## src/rtl/sd_read_scheduler.sv

```systemverilog
// rtl/sd_read_scheduler.sv - SD SPI-mode power-up sequencer and round-robin CMD17 read scheduler
module sd_read_scheduler #(
    parameter int INIT_DELAY     = 74,
    parameter int CS_DELAY       = 16,
    parameter int ACMD41_RETRIES = 255,
    parameter int NUM_WORDS      = 256
) (
    input  logic        clk400,
    input  logic        reset,
    input  logic        req0,
    input  logic [22:0] addr0,
    input  logic        req1,
    input  logic [22:0] addr1,
    output logic        grant0,
    output logic        grant1,
    output logic        done0,
    output logic        done1,
    output logic        rd_err,
    output logic        ready,
    output logic        fatal,
    output logic        sd_cs,
    output logic        cmd_start,
    output logic [5:0]  cmd_index,
    output logic [31:0] cmd_arg,
    input  logic        cmd_done,
    input  logic [7:0]  cmd_response,
    input  logic        cache_we
);

    typedef enum logic [3:0] {
        S_PWR_WAIT, S_CS_GAP, S_CMD0, S_WAIT0, S_CMD55, S_WAIT55, S_ACMD41,
        S_WAIT41, S_IDLE, S_RD17, S_WAIT17, S_COMPLETE, S_FAIL
    } state_t;

    localparam int             CW        = 16;
    localparam logic [CW-1:0]  INIT_CNT  = CW'(INIT_DELAY);
    localparam logic [CW-1:0]  GAP_CNT   = CW'(CS_DELAY);
    localparam logic [CW-1:0]  RETRY_CNT = CW'(ACMD41_RETRIES);
    localparam logic [CW-1:0]  ONE       = CW'(1);
    localparam logic [8:0]     WORDS_EXP = 9'(NUM_WORDS);

    state_t        state_q, state_d;
    logic [CW-1:0] cnt_q, cnt_d;
    logic [8:0]    words_q, words_d, words_inc;
    logic          last_grant_q, last_grant_d;
    logic          grant0_q, grant0_d, grant1_q, grant1_d;
    logic          done0_q, done0_d, done1_q, done1_d, rd_err_q, rd_err_d;
    logic          ready_q, ready_d, fatal_q, fatal_d, sd_cs_q, sd_cs_d;
    logic          cmd_start_q, cmd_start_d;
    logic [5:0]    cmd_index_q, cmd_index_d;
    logic [31:0]   cmd_arg_q, cmd_arg_d;
    logic          pick1, enter_fail, enter_cmd55;

    assign grant0    = grant0_q;
    assign grant1    = grant1_q;
    assign done0     = done0_q;
    assign done1     = done1_q;
    assign rd_err    = rd_err_q;
    assign ready     = ready_q;
    assign fatal     = fatal_q;
    assign sd_cs     = sd_cs_q;
    assign cmd_start = cmd_start_q;
    assign cmd_index = cmd_index_q;
    assign cmd_arg   = cmd_arg_q;

    // Outputs are computed for the state being entered, so they are valid for its whole cycle.
    always_comb begin
        words_inc    = (cache_we && words_q != 9'h1FF) ? words_q + 9'd1 : words_q;
        pick1        = req1 && (!req0 || !last_grant_q);
        state_d      = state_q;
        cnt_d        = cnt_q;
        words_d      = words_q;
        last_grant_d = last_grant_q;
        grant0_d     = grant0_q;
        grant1_d     = grant1_q;
        done0_d      = 1'b0;
        done1_d      = 1'b0;
        rd_err_d     = 1'b0;
        ready_d      = ready_q;
        fatal_d      = fatal_q;
        sd_cs_d      = sd_cs_q;
        cmd_start_d  = 1'b0;
        cmd_index_d  = cmd_index_q;
        cmd_arg_d    = cmd_arg_q;
        enter_fail   = 1'b0;
        enter_cmd55  = 1'b0;

        case (state_q)
            S_PWR_WAIT: begin
                if (cnt_q <= ONE) begin
                    state_d = S_CS_GAP;
                    cnt_d   = GAP_CNT;
                end else begin
                    cnt_d = cnt_q - ONE;
                end
            end
            S_CS_GAP: begin
                if (cnt_q <= ONE) begin
                    state_d     = S_CMD0;
                    cnt_d       = RETRY_CNT;
                    sd_cs_d     = 1'b0;
                    cmd_start_d = 1'b1;
                    cmd_index_d = 6'd0;
                    cmd_arg_d   = 32'd0;
                end else begin
                    cnt_d = cnt_q - ONE;
                end
            end
            S_CMD0:   state_d = S_WAIT0;
            S_WAIT0: begin
                if (cmd_done) begin
                    if (cmd_response == 8'h01) enter_cmd55 = 1'b1;
                    else                       enter_fail  = 1'b1;
                end
            end
            S_CMD55:  state_d = S_WAIT55;
            S_WAIT55: begin
                if (cmd_done) begin
                    state_d     = S_ACMD41;
                    cmd_start_d = 1'b1;
                    cmd_index_d = 6'd41;
                    cmd_arg_d   = 32'd0;
                end
            end
            S_ACMD41: state_d = S_WAIT41;
            S_WAIT41: begin
                if (cmd_done) begin
                    if (cmd_response == 8'h00) begin
                        state_d = S_IDLE;
                        ready_d = 1'b1;
                    end else if (cmd_response[0]) begin
                        cnt_d = cnt_q - ONE;
                        if (cnt_q > ONE) enter_cmd55 = 1'b1;
                        else             enter_fail  = 1'b1;
                    end else begin
                        enter_fail = 1'b1;
                    end
                end
            end
            S_IDLE: begin
                if (req0 || req1) begin
                    state_d      = S_RD17;
                    grant0_d     = !pick1;
                    grant1_d     = pick1;
                    last_grant_d = pick1;
                    words_d      = 9'd0;
                    cmd_start_d  = 1'b1;
                    cmd_index_d  = 6'd17;
                    cmd_arg_d    = {(pick1 ? addr1 : addr0), 9'd0};
                end
            end
            S_RD17:   state_d = S_WAIT17;
            S_WAIT17: begin
                words_d = words_inc;
                if (cmd_done) begin
                    state_d  = S_COMPLETE;
                    done0_d  = grant0_q;
                    done1_d  = grant1_q;
                    rd_err_d = (cmd_response != 8'h00) || (words_inc != WORDS_EXP);
                end
            end
            S_COMPLETE: begin
                state_d  = S_IDLE;
                grant0_d = 1'b0;
                grant1_d = 1'b0;
            end
            S_FAIL:   state_d = S_FAIL;
            default:  enter_fail = 1'b1;
        endcase

        if (enter_cmd55) begin
            state_d     = S_CMD55;
            cmd_start_d = 1'b1;
            cmd_index_d = 6'd55;
            cmd_arg_d   = 32'd0;
        end
        if (enter_fail) begin
            state_d  = S_FAIL;
            fatal_d  = 1'b1;
            sd_cs_d  = 1'b1;
            ready_d  = 1'b0;
            grant0_d = 1'b0;
            grant1_d = 1'b0;
        end
    end

    always_ff @(posedge clk400 or posedge reset) begin
        if (reset) begin
            state_q      <= S_PWR_WAIT;
            cnt_q        <= INIT_CNT;
            words_q      <= 9'd0;
            last_grant_q <= 1'b1;
            grant0_q     <= 1'b0;
            grant1_q     <= 1'b0;
            done0_q      <= 1'b0;
            done1_q      <= 1'b0;
            rd_err_q     <= 1'b0;
            ready_q      <= 1'b0;
            fatal_q      <= 1'b0;
            sd_cs_q      <= 1'b1;
            cmd_start_q  <= 1'b0;
            cmd_index_q  <= 6'd0;
            cmd_arg_q    <= 32'd0;
        end else begin
            state_q      <= state_d;
            cnt_q        <= cnt_d;
            words_q      <= words_d;
            last_grant_q <= last_grant_d;
            grant0_q     <= grant0_d;
            grant1_q     <= grant1_d;
            done0_q      <= done0_d;
            done1_q      <= done1_d;
            rd_err_q     <= rd_err_d;
            ready_q      <= ready_d;
            fatal_q      <= fatal_d;
            sd_cs_q      <= sd_cs_d;
            cmd_start_q  <= cmd_start_d;
            cmd_index_q  <= cmd_index_d;
            cmd_arg_q    <= cmd_arg_d;
        end
    end

endmodule

```

## config.mk

```make
export PLATFORM = sky130hd
export DESIGN_NAME = sd_read_scheduler
export DESIGN_NICKNAME = d
export VERILOG_FILES = /design/src/rtl/sd_read_scheduler.sv
export SDC_FILE = /design/constraint.sdc
export NUM_CORES = 1
export LEC_CHECK = 0
export CAP_MARGIN = 20
export CORE_MARGIN = 2
export CORE_UTILIZATION = 49
export CTS_BUF_LIST = sky130_fd_sc_hd__clkbuf_4 sky130_fd_sc_hd__clkbuf_8
export CTS_CLUSTER_SIZE = 20
export DETAILED_ROUTE_END_ITERATION = 10
export PLACE_DENSITY = 0.91
export SETUP_SLACK_MARGIN = 0.2
export SYNTH_ARGS = -nofsm -noshare
export SYNTH_HDL_FRONTEND = slang
export SYNTH_SLANG_ARGS = --single-unit
export TNS_END_PERCENT = 50
```

## constraint.sdc

```tcl
create_clock -name clk400 -period 2.9 [get_ports clk400]
set_clock_uncertainty 0.05 [all_clocks]
set_input_delay 0.58 -clock clk400 [delete_from_list [all_inputs] [get_ports clk400]]
set_output_delay 0.58 -clock clk400 [all_outputs]
set_load 0.01 [all_outputs]
```

==> results.md, run 1 <==
- Status: finished, final reports clean
- Critical path, cell by cell: clkdlybuf4s50_1 -> or4_1 -> or4_1 -> o22ai_1 -> o21ai_2 -> inv_2 -> mux2_2
- Synth area leaders: dfrtp_1, mux2i_1, o2bb2ai_1
- Launching point of the worst reg2reg path: cnt_q[8]
- Crit. Startpoint: cmd_response[5]
- Avg Cell Area, Syn: 10.1 µm²
- Dpl hpwl: 6.76 mm
- RSZ-0062 raised after global routing: yes
- ANT nets after route: 0
- Skew-Pair Late Insertion Delay: 0.33 ns
- Crit path max fanout: 3
- Vias: 3,276
- Critical path class: in2reg
- Slowest CP cell: or4_1
- Hold buffers post-CTS: 0
- Worst slew pin tran: 0.581 ns
- Vias in the first global route: 3,213
- # IOs: 107
- Synthesized flop and latch total: 67
- Antenna diodes: 0
- CTS Root Cell: clkbuf_8
- Routed WL: 9.22 mm
- Final GP Congestion: 0.794
- Total GRT Usage: 23.2%
- Sequential-to-total area share from yosys stat: 46.1%
- Die Span Y: 90.3 µm
- Clock buffer depth: 2
- FMAX: 376 MHz
- Post-synth design cell area: 0.00365 mm²
- Core ar.: 0.00725 mm²
- Layout Cells excl Fill: 566
- Crit. End Element: register
- HP Start: cmd_index[0]
- DP Cell Count: 550
- Number of synthesized flops with an enable pin: 0
- Synth Flop Type: dfrtp_1
- Total gr overflow: 0
- Initial antenna violation count: 0
- Count of warnings emitted by yosys: 0
- Startpoint Class: input port
- CP dominant cell by count: or4_1
- Largest net degree at the start of global routing: 68
- Final setup vio count: 0
- CTS tree: done
- Clock Sinks: 67
- Post-synthesis cell count: 361
- IO Port Bufs: 97
- Tmin final: 2.66 ns
- Worst path max stage delay: 0.54 ns
- Die width: 90.3 µm
- P per Cell Area: 356 mW/mm²
- Number of vias per cell: 5.79
- H-tree depth: 3
- Rel. slew slack: 60.9%
- Asr flop ratio synth: 100%
- Share of cells above drive strength 1: 11.6%
- DRC: 0
- Reg clk slew, reported paths: 0.07 ns
- Hold Path Class: reg2reg
- Synthesis-to-finish area growth: 35.1%
- WP data required: 3.06 ns
- Crit path arrival time: 2.82 ns
- Final net count: 526
- Post-synth top area share: 42.5%
- Starting Density: 50.3%
- Largest area contributor in the netlist: dfrtp_1
- MaxCap Viol Count: 0
- Count of cell types in the netlist: 62
- Lkg Pwr: 0.00219 µW
- First-pass GRT wire length: 15.2 mm
- Starting DRT DRC Count: 270
- Row count: 31
- Max Slew Vio Count: 0
- Num CTS Buffers: 9
- Die area: 0.00816 mm²
- Number of iterations in the first detailed-routing pass: 5
- Drt wl/cell: 16.3 µm
- Final core utilization: 68.0%
- VDD IR max: 0.000271 V
- Final hold viol count: 0
- Fin crit share: 91.8%
==> flip-flops by register name (all words and copies together) (netlist names) <==
name / cells
grant1: 1
rd_err: 1
cmd_start: 1
state_q: 4
cmd_arg: 23
done1: 1
fatal: 1
cnt_q: 16
words_q: 9
cmd_index: 5
grant0: 1
sd_cs: 1
last_grant_q: 1
done0: 1
ready: 1
==> worst paths after layout <==
path                       slack [ns]  cells after the start      endpoint
setup reg to reg                 0.26                      6    state_q[2]
hold / removal                   0.44                      1  cmd_index[0]
min in group asynchronous        0.58                      3     cnt_q[10]
max in group asynchronous        1.90                      3         sd_cs
setup / recovery                 0.24                      7  cmd_index[3]
hold reg to reg                  0.44                      1  cmd_index[0]
==> stage by stage <==
step / instance area (µm²) / TNS, ns / setup slack, ns / power, µW / hold slack [ns]
final: 4930 / 0 / 0.239 / 1760 / 0.442
after global routing: 4930 / 0 / 0.153 / 1830 / 0.456
after CTS: 4930 / 0 / 0.258 / 1770 / 0.444
after detailed placement: 4760 / -0.264 / -0.0642 / 1110 / 0.425
after global placement: 4760 / -0.0260 / -0.0228 / 1100 / 0.420
after floorplan: 3680 / 0 / 0.407 / 1010 / 0.421
==> layout by cell type, fill, tap and decap left out, types with 3 or more instances in the layout <==
cell             instances
a21o_1                   7
a21oi_1                 15
a31oi_1                  5
and3_1                   3
and4b_1                  4
buf_4                   16
clkbuf_8                 9
clkdlybuf4s50_1         97
clkinv_2                 3
conb_1                   9
dfrtp_1                 62
dfstp_2                  5
ha_1                     4
inv_1                    4
mux2i_1                 25
nand2_1                 19
nand2b_1                 4
nand3_1                 12
nand4_1                  3
nor2_1                  28
nor3_1                   8
nor4_1                   5
o21ai_0                 11
o21ai_1                  6
o21bai_1                 3
o22a_1                   3
o22ai_1                  3
o2bb2ai_1               23
o31ai_1                  3
or3_1                    3
or4_1                    3
or4_4                    4
xnor2_1                 10
xor2_1                   3
==> final cells by class <==
type / count / area (µm²)
clock buffers: 11 / 139
clock inverters: 5 / 30.0
fillers: 526 / 2320
inverters: 6 / 22.5
multi-input cells: 264 / 1820
flip-flops and latches: 67 / 1680
well taps: 99 / 124
repair buffers: 114 / 1110
==> report_power, final <==
group | total, µW | internal [µW] | switching [µW] | leakage, µW
combinational | 153 | 92.0 | 60.5 | 0.00120
sequential | 934 | 934 | 0 | 0.000903
clock | 670 | 325 | 346 | 0.0000859
==> layer usage <==
| metal | vias up | global-route usage, % | part of all wire (%) |
|---|---|---|---|
| met5 | - | 0 | 0 |
| met4 | 0 | 8.21 | 2.1 |
| met3 | 14 | 4.51 | 6.1 |
| met2 | 138 | 39.5 | 51 |
| met1 | 1604 | 29.5 | 41 |
| li1 | 1520 | - | - |
==> worst max-delay path, delay by kind of cell <==
kind	cells	cell delay, ns
and+or+nand+nor	2	1.03
buffers and inverters	2	0.48
muxes	1	0.33
AOI/OAI and AO/OA	2	0.39
==> cell families after synthesis <==
family / share of synthesized area [%]
AND/OR/NAND/NOR: 18.4
AO/OA/AOI/OAI: 18.7
flip-flops: 46.1
buffers and inverters: 5.00
multiplexers: 7.16
XOR/XNOR: 3.12
adder cells (fa/ha/maj): 1.37
other: 0.103
==> timing repair <==
action	in CTS	in global routing
buffers inserted	0	0
resized for setup	0	1
endpoints found under the setup margin	0	12
==> Yosys cell counts, types with 4 or more instances <==
library cell  number
ha_1               4
inv_1              5
xnor2_1           10
nand2_1           19
a21o_1             7
nor3_1             8
a21oi_1           15
or4_4              4
buf_4             10
mux2i_1           25
o2bb2ai_1         23
a31oi_1            5
o21ai_1            6
dfrtp_1           62
nand3_1           12
nor2_1            28
nand2b_1           4
dfstp_2            5
and4b_1            4
nor4_1             5
o21ai_0           12
clkbuf_1          20
Note: power is estimated with default switching activity, not from simulation.
==> inputs of run 2 (changes only) <==
Settings changed: CAP_MARGIN 20 to unset, GPL_TIMING_DRIVEN set to 0.
==> results.md, run 2 (synthesis gave the netlist of run 1 again) <==
- Met2 global-route usage: 40.4%
- Die Span Y: 90.3 µm
- Power Total: 1890 µW
- Row count: 31
- Die area: 0.00816 mm²
- Area occupied by multi-input gates: 0.00185 mm²
- Slowest CP cell: or4_1
- Grt peak-use layer: met2
- Met3 usage: 5.68%
- Vias: 3,296
- Crit path max fanout: 7
- M1 GR Usage: 30.2%
- Seq pwr share: 49.4%
- RSZ-0062 raised after global routing: yes
- First-pass GRT wire length: 15.7 mm
- Final net count: 542
- Max Slew Vio Count: 0
- Drt wl/cell: 16.7 µm
- Total GRT Usage: 23.9%
- Initial antenna violation count: 0
- Pint: 1460 µW
- Dpl hpwl: 7.00 mm
- Most frequent cells in the layout: clkdlybuf4s50_1, dfrtp_1, nor2_1, mux2i_1, o2bb2ai_1
- ANT nets after route: 0
- Core ar.: 0.00725 mm²
- Number of iterations in the first detailed-routing pass: 7
- Crit path arrival time: 2.87 ns
- Vias in the first global route: 3,310
- HP Start: fatal
- FF/Latch Area: 0.00168 mm²
- Critical R2R Capture: state_q[1]
- Antenna diodes: 0
- CTS Root Cell: clkbuf_8
- IO Port Bufs: 97
- CTS tree: done
- FF-to-FF path depth: 6
- Total gr overflow: 0
- Num CTS Buffers: 9
- Skew-Pair Late Insertion Delay: 0.36 ns
- Critical path class: in2reg
- Number of vias per cell: 5.66
- Status: finished, final reports clean
- Sw frac: 22.9%
- Clock Sinks: 67
- Critical path, cell by cell: clkdlybuf4s50_1 -> or4_1 -> or4_4 -> o22ai_2 -> o21ai_2 -> inv_2 -> mux2_2
- Clock buffer depth: 2
- Lkg Pwr: 0.00222 µW
- Starting Density: 50.3%
- Area post-placement: 0.00480 mm²
- MaxCap Viol Count: 0
- Hold buffers post-CTS: 0
- Fin crit share: 92.6%
- Crit. Startpoint: cmd_response[5]
- Hold Path Class: reg2reg
- # IOs: 107
- P per Cell Area: 376 mW/mm²
- Final hold viol count: 0
- DRC: 0
- FMAX: 372 MHz
- Synthesis-to-finish area growth: 37.6%
- Fillers: 527
- H-tree depth: 3
- WP data required: 3.09 ns
- Commonest non-fill, non-tap cell in the layout: clkdlybuf4s50_1
- Worst path max stage delay: 0.54 ns
- Final setup vio count: 0
- Crit. End Element: register
- Startpoint Class: input port
- VDD IR max: 0.000306 V
- Final GP Congestion: 0.904
- Worst slew pin tran: 0.998 ns
- Max reg flops: 23
- R2R Setup Slk: 0.23 ns
- Hold path endpoint: fatal
- Cell count of the worst hold path: 1
- Clock Power Share: 42.1%
- Post-route cell area: 0.00502 mm²
- Switching pwr: 433 µW
- Reg clk slew, reported paths: 0.07 ns
- Starting DRT DRC Count: 337
- Die width: 90.3 µm
- Routed WL: 9.70 mm
- Rel. slew slack: 32.9%
- Final core utilization: 69.3%
- Largest net degree at the start of global routing: 42
- Launching point of the worst reg2reg path: cnt_q[4]
- Share of cells above drive strength 1: 11.2%
- Tmin final: 2.68 ns
- Comb pwr share: 8.5%
## run 2: stage by stage
stage	setup TNS (ns)	hold WS [ns]	worst slack (ns)	instances
final	0	0.428	0.215	582
after CTS	0	0.428	0.193	582
after detailed placement	-2.87	0.406	-0.216	566
after global placement	-33.64	0.405	-0.514	565
after floorplan	0	0.421	0.407	369
after global routing	0	0.448	0.160	582
## run 2: how the worst max path moves through the flow
stage	to
floorplan	cmd_index[3]
global placement	words_q[2]
detailed placement	cmd_index[3]
CTS	cmd_arg[22]
global route	state_q[1]
finish	cmd_index[3]
## run 2: repair_timing
action,in CTS,in global routing
resized for setup,3,3
endpoints found under the setup margin,5,44
gates cloned,0,0
buffers inserted,0,0
## run 2: power by group through the flow
| stage | sequential [µW] | combinational [µW] | clock, µW |
|---|---|---|---|
| after floorplan | 952 | 61.9 | 0 |
| after global placement | 952 | 153 | 0 |
| after detailed placement | 952 | 161 | 0 |
| after CTS | 934 | 162 | 800 |
| after global routing | 934 | 175 | 842 |
| final | 934 | 161 | 795 |
## run 2: layout make-up
| class | instances | share of cell area, % |
|---|---|---|
| multi-input cells | 264 | 36.8 |
| flip-flops and latches | 67 | 33.5 |
| repair buffers | 98 | 19.7 |
| plain buffers | 32 | 3.19 |
| clock buffers | 11 | 2.89 |
| well taps | 99 | 2.47 |
| clock inverters | 5 | 1.05 |
| inverters | 6 | 0.448 |
## run 2: layer usage
metal  share of wire (%)  vias up
met3                 6.1       27
met2                  50      134
li1                    -     1558
met4                 2.5        0
met1                  41     1577
met5                   0        -
## run 2: worst max-delay path, delay by kind of cell
kind | cells | cell delay [ns]
mux | 1 | 0.36
buf+inv | 2 | 0.54
compound gates | 2 | 0.37
simple gates | 2 | 1.02
==> patch (settings of run 2) <==
Take the reset off `words_q` and load it in a clocked block of its own.
--- a/src/rtl/sd_read_scheduler.sv
+++ b/src/rtl/sd_read_scheduler.sv
@@ -189,5 +189,4 @@
             state_q      <= S_PWR_WAIT;
             cnt_q        <= INIT_CNT;
-            words_q      <= 9'd0;
             last_grant_q <= 1'b1;
             grant0_q     <= 1'b0;
@@ -205,5 +204,4 @@
             state_q      <= state_d;
             cnt_q        <= cnt_d;
-            words_q      <= words_d;
             last_grant_q <= last_grant_d;
             grant0_q     <= grant0_d;
@@ -221,4 +219,8 @@
     end
 
+    always_ff @(posedge clk400) begin
+        words_q <= words_d;
+    end
+
 endmodule
 
Check against the original RTL: same outputs for any inputs over 10 cycles, from zero or initial values and one cycle with reset high; that may be too few to reach the edited logic, so the function may still have changed.
==> patch against run 2 <==
Register-to-register slack improved by 0.07 ns; worst setup slack improved by 0.084 ns; sequential cell count did not move; wire length rose by 9.3%; cell area rose by 5.4%; count of clock-buffer cells in the layout fell by 2; synthesized area rose by 8.1%; critical endpoint is now cmd_arg[26].
Power is not compared: it rests on default switching activity, and its combinational part moved more than twofold at a synthesized area within 25%.
==> patch: results (changes against run 2) <==
Status = completed
Placed cells = 630 (+11%)
DRT Pass-1 Iters = 6 (-1)
Signal inverters = 7 (+1)
Critical path peak fanout = 10 (+3)
Finished Layout Cells = 647 (+11%)
Highest-delay cell along the critical path = or2_2
Post-Synth Adder-Cell Area = 0.0127 (-0.00103)
CTS resizes = 1 (-2)
Post-synth top cells = dfrtp_1, nand2_1, nor2_1
Syn Area/Cell = 9.35 µm² (-7.5%)
Seq/total area = 0.326 (-0.00874)
Share of cells above drive strength 1 = 0.119 (+0.00746)
Filler cells = 598 (+13%)
Plain + repair buffers = 139 (+6.9%)
RePlAce Congestion = 0.932 (+3.1%)
Wire length of the first global-routing pass = 17,200 µm (+9.5%)
Layout Nets = 604 (+11%)
Post-synth EDFFs = 9 (+9)
Crit path largest cell delay = 0.39 ns (-0.15 ns)
Multi-input gate count = 316 (+20%)
Slew margin rel. = 0.474 (+0.144)
Fraction of area in multi-input gates = 0.385 (+0.0170)
Leak = 2.20 nW
Post-Synth XOR/XNOR Area = 0.0377 (+0.00654)
Number of global-route vias before repair = 3,715 (+12%)
DPL Wire Length = 7850 µm (+12%)
Mux contribution to synthesized area = 0.0688 (-0.00282)
Vias post-DR = 3,786 (+15%)
-- patch: metal layers --
layer	global-route usage	wire length, µm
met1	0.320	4410
met2	0.400	5150
met3	0.0546	736
met5	0	0
met4	0.121	313
-- patch: worst paths after layout --
| check | start | endpoint | slack [ns] | depth (start not counted) |
|---|---|---|---|---|
| worst max register to register | state_q[2] | cmd_arg[26] | 0.30 | 7 |
| worst min-delay path | fatal | fatal | 0.42 | 1 |
| min in group asynchronous | reset | cnt_q[0] | 0.55 | 2 |
| worst min register to register | fatal | fatal | 0.42 | 1 |
| max in group asynchronous | reset | last_grant_q | 1.62 | 3 |
| worst max-delay path | state_q[2] | cmd_arg[26] | 0.30 | 7 |
-- patch: through the flow --
stage | setup WS (ns) | cell area (µm²)
2_1_floorplan | 0.545 | 3980
3_3_place_gp | -0.250 | 5070
3_5_place_dp | -0.173 | 5090
4_1_cts | 0.193 | 5270
5_1_grt | 0.0898 | 5300
6_report | 0.299 | 5300
